File: config.mk
export PLATFORM = sky130hd
export DESIGN_NAME = regfile_write_arbiter
export DESIGN_NICKNAME = d
export VERILOG_FILES = /design/src/rtl/regfile_write_arbiter.sv
export SDC_FILE = /design/constraint.sdc
export NUM_CORES = 1
export LEC_CHECK = 0
export BUFFER_PORTS_ARGS = -buffer_cell sky130_fd_sc_hd__buf_4
export CORE_AREA = 2 2 89 125
export DETAILED_ROUTE_END_ITERATION = 8
export DIE_AREA = 0 0 91 127
export GPL_ROUTABILITY_DRIVEN = 0
export GPL_TIMING_DRIVEN = 0
export PLACE_DENSITY = 0.81
export SLEW_MARGIN = 0
export SYNTH_ARGS = -nofsm -noshare
export SYNTH_HDL_FRONTEND = slang
export SYNTH_SLANG_ARGS = --single-unit
File: constraint.sdc
create_clock -name clk -period 2.2 [get_ports clk]
set_clock_uncertainty 0.2 [all_clocks]
set_input_delay 0.44 -clock clk [delete_from_list [all_inputs] [get_ports clk]]
set_output_delay 0.44 -clock clk [all_outputs]
set_load 0.05 [all_outputs]
File: src/rtl/regfile_write_arbiter.sv
// -----------------------------------------------------------------------------
// regfile_write_arbiter
//
// Arbitrates two writeback sources (req0 = ALU, req1 = load/syscall) onto a
// single registered register-file write port. It also keeps a per-register
// pending-write scoreboard and a saturating count of contended cycles.
//
// Handshake: a requester is accepted in a cycle iff its valid and ready are
// both 1 at the rising edge. Ready is a combinational function of the two
// valids and the priority pointer only; reg and data are sampled on the accept
// edge alone. A requester may drop valid after the accept without affecting
// the accepted write.
//
// Ports
//   clk, rst_n                  clock, asynchronous active-low reset
//   req0_valid/reg/data, ready  ALU writeback request and its accept
//   req1_valid/reg/data, ready  load/syscall writeback request and its accept
//   reg_write/write_reg/data    registered write port, one cycle after accept
//   claim_valid, claim_reg      issue marks a destination register pending
//   query_reg_1/2, busy_1/2     pending-write lookup for two source registers
//   conflict_count              saturating count of cycles with both valid
// -----------------------------------------------------------------------------
module regfile_write_arbiter #(
    parameter int CNT_W = 16
) (
    input  logic             clk,
    input  logic             rst_n,
    input  logic             req0_valid,
    input  logic [4:0]       req0_reg,
    input  logic [31:0]      req0_data,
    output logic             req0_ready,
    input  logic             req1_valid,
    input  logic [4:0]       req1_reg,
    input  logic [31:0]      req1_data,
    output logic             req1_ready,
    output logic             reg_write,
    output logic [4:0]       write_reg,
    output logic [31:0]      write_data,
    input  logic             claim_valid,
    input  logic [4:0]       claim_reg,
    input  logic [4:0]       query_reg_1,
    input  logic [4:0]       query_reg_2,
    output logic             busy_1,
    output logic             busy_2,
    output logic [CNT_W-1:0] conflict_count
);

    // Index of the requester accepted most recently. Resets to 1 so that
    // req0 wins the first contended cycle.
    logic        last_grant;
    logic [31:0] busy;
    logic [31:0] busy_nxt;

    logic        acc0;
    logic        acc1;
    logic        acc_any;
    logic [4:0]  acc_reg;
    logic [31:0] acc_data;
    logic        contended;

    // Under contention the requester that does not hold last_grant wins,
    // which alternates grants while both keep requesting.
    always_comb begin
        req0_ready = req0_valid & (~req1_valid | last_grant);
        req1_ready = req1_valid & (~req0_valid | ~last_grant);
    end

    always_comb begin
        acc0      = req0_valid & req0_ready;
        acc1      = req1_valid & req1_ready;
        acc_any   = acc0 | acc1;
        acc_reg   = acc1 ? req1_reg  : req0_reg;
        acc_data  = acc1 ? req1_data : req0_data;
        contended = req0_valid & req1_valid;
    end

    // Clear for the retiring write is applied first and the claim second,
    // so a new producer claiming the same register keeps it pending.
    always_comb begin
        busy_nxt = busy;
        if (acc_any) begin
            busy_nxt[acc_reg] = 1'b0;
        end
        if (claim_valid) begin
            busy_nxt[claim_reg] = 1'b1;
        end
        busy_nxt[0] = 1'b0;
    end

    // Lookups read registered state only: a claim made this cycle is not
    // visible until the next cycle.
    always_comb begin
        busy_1 = busy[query_reg_1];
        busy_2 = busy[query_reg_2];
    end

    always_ff @(posedge clk or negedge rst_n) begin
        if (!rst_n) begin
            last_grant     <= 1'b1;
            reg_write      <= 1'b0;
            write_reg      <= 5'd0;
            write_data     <= 32'd0;
            busy           <= 32'd0;
            conflict_count <= '0;
        end else begin
            if (acc_any) begin
                last_grant <= acc1;
            end
            // Writes to register 0 complete the handshake but never reach
            // the register file; the port keeps its last address/data.
            reg_write <= acc_any && (acc_reg != 5'd0);
            if (acc_any && (acc_reg != 5'd0)) begin
                write_reg  <= acc_reg;
                write_data <= acc_data;
            end
            busy <= busy_nxt;
            if (contended && (conflict_count != {CNT_W{1'b1}})) begin
                conflict_count <= conflict_count + CNT_W'(1);
            end
        end
    end

endmodule

==> out/results.tsv <==
metric	value	unit
wl_met1	4990	um
slew_headroom	0.284	
grt_pass1_wl	22100	um
dr_wl_met3	957	um
min_period	2.42	ns
n_fill_cell	795	
setup_ws	-0.222	ns
grt_usage	0.238	
port_buffers	146	
critPathKind	register to output port	
dieArea	0.0116	mm2
hold_ws	0.113	ns
setup_viol	3	
via_per_inst	5.88	
grt_max_degree	87	
yosys_warnings	0	
cts_tree	done	
largest_register_ffs	32	
post_drt_wl_per_cell	19.2	um
clockBufferDepth	2	
rr_worst_depth	6	
r2r_setup_slack	-0.01	ns
drc	0	
stdcell_count	722	
top_layer_used	met4	
fin_total_pwr	5.88	mW
final_common_cell	buf_4	
dp_slack	-0.378	ns
yosysUniqueCellTypes	44	
utilization	0.661	
syn_area	0.00480	mm2
leakage	3.07	nW
hold_violations	0	
hold_class	primary input to async pin	
synth-seq-area-share	0.449	
fin_crit_sh	1.10	
cts_buffers	9	
fp-row-count	44	
tns	-0.421	ns
overflow	0	
tightest_slew	1.07	ns
drive_above_1_share	0.526	
regMostFlops	write_data	
cts.clk_slew.worst_paths	0.06	ns
syn-num-nets	505	
cap_viol_max_count	0	
fp.coreArea	0.0103	mm2
drv_slew	0	
cts_sinks	86	
ir_worst_vdd	0.967	mV
placed_cell_area	0.00626	mm2
p_per_area	860	mW/mm2
netlist_instances	410	
critical_path_arrival	1.78	ns
end_kind	output port	
grt_pass1_vias	4377	
vias	4245	
reg_top3	write_data (32), busy (31), conflict_count (16)	
initial_core_util	0.463	
violations	setup timing	
dp.cells	694	
layout_common_cells	buf_4, dfrtp_1, mux2_2	
crit_path_start_kind	register	
die_width	91	um
timing.fmax	0.413	GHz
rsz0062_at_grt	yes	
wl	13800	um
status	complete, but fails checks	
wl_met2	7390	um
avgSynthCellArea	11.7	um2
drtIter0Drc	208	
grt_antenna_before_repair	0	
antenna_left	0	
path_max_fanout	3	
final_nets	674	
die_h	127	um
synth-seq-cells	86	
antennaDiodeCount	0	
clockRootBuffer	clkbuf_16	
drtPass1Iterations	5	
crit_required	1.56	ns
boundaryPins	152	
syn_to_final_growth	42.5	%
dp_hpwl	10100	um
ctsHtreeMaxLevel	3	
finalInstanceArea	0.00684	mm2
clock_latency	0.33	ns
## what timing repair did
action                                  in CTS  in global routing
pin swaps                                    4                  3
setup buffers                                6                  5
endpoints found under the setup margin      55                 56
gates cloned                                 1                  0
gates resized for setup                     24                 26
hold buffers                                 0                  0
## where the power goes
| group | switching [mW] | internal [mW] |
|---|---|---|
| logic | 1.20 | 0.939 |
| registers | 0.304 | 1.91 |
| clock network | 0.592 | 0.940 |
| total | 2.09 | 3.79 |
## routing by layer
metal | global-route usage | up-vias
li1 | - | 1909
met1 | 0.283 | 2068
met2 | 0.410 | 225
met3 | 0.0454 | 43
met4 | 0.121 | 0
met5 | 0 | -
## Yosys cell counts, drive strengths merged
library cell | count | area (um2)
dfrtp | 85 | 2130
mux2 | 74 | 837
o21ai | 38 | 190
o41ai | 31 | 272
mux2i | 25 | 267
nand3 | 15 | 75.1
buf | 13 | 98.8
xnor2 | 13 | 114
nand2 | 12 | 45.0
inv | 9 | 33.8
nor2 | 9 | 33.8
clkbuf | 8 | 30.0
nand4 | 8 | 50.1
nor2b | 8 | 50.1
a21oi | 7 | 46.3
mux4 | 6 | 135
nand2b | 5 | 31.3
nand3b | 5 | 37.5
a22oi | 4 | 30.0
and4 | 4 | 35.0
nor4 | 4 | 25.0
o211ai | 4 | 30.0
and2 | 3 | 18.8
o2111ai | 3 | 26.3
or3b | 3 | 26.3
a211oi | 2 | 15.0
a32oi | 2 | 17.5
and3 | 2 | 12.5
nor3 | 2 | 10.0
a21boi | 1 | 18.8
dfstp | 1 | 26.3
ha | 1 | 12.5
o22ai | 1 | 6.26
o31ai | 1 | 7.51
or3 | 1 | 6.26
## cells by family (layout without fill, tap and decap cells)
logic type	after synthesis	in the layout	synth area share
xor gates and xnor gates	13	13	0.0237
AOI/OAI and AO/OA	94	94	0.137
buffers and inverters	30	204	0.0339
muxes	105	105	0.258
and+or+nand+nor	81	81	0.0952
DFF	86	86	0.449
adders and majority gates	1	1	0.00261
## critical path, stage by stage (launching register included)
cell and delay (ns):
dfrtp_1 0.40, mux4_2 0.45, nand2b_4 0.14, o211ai_1 0.13
nand4_1 0.14, buf_6 0.18
## area by class of cell
class                           instances  area [um2]  area share
Buffer                                 21         219      0.0320
Clock buffer                           13         260      0.0381
Clock inverter                          3        42.5     0.00622
Inverter                                9        33.8     0.00494
Multi-Input combinational cell        294        2750       0.402
Sequential cell                        86        2160       0.316
Tap cell                              138         173      0.0253
Timing Repair Buffer                  158        1200       0.175
## path summary, 6_finish.rpt
check / from / end
max in group asynchronous: rst_n / conflict_count[1]$_DFFE_PN0P_
min: rst_n / busy[29]$_DFF_PN0_
min reg2reg: conflict_count[11]$_DFFE_PN0P_ / conflict_count[11]$_DFFE_PN0P_
max reg2reg: last_grant$_DFFE_PN1N_ / busy[16]$_DFF_PN0_
max: busy[4]$_DFF_PN0_ / busy_1
min in group clk: req0_valid / last_grant$_DFFE_PN1N_
(Power assumes the default switching activity.)
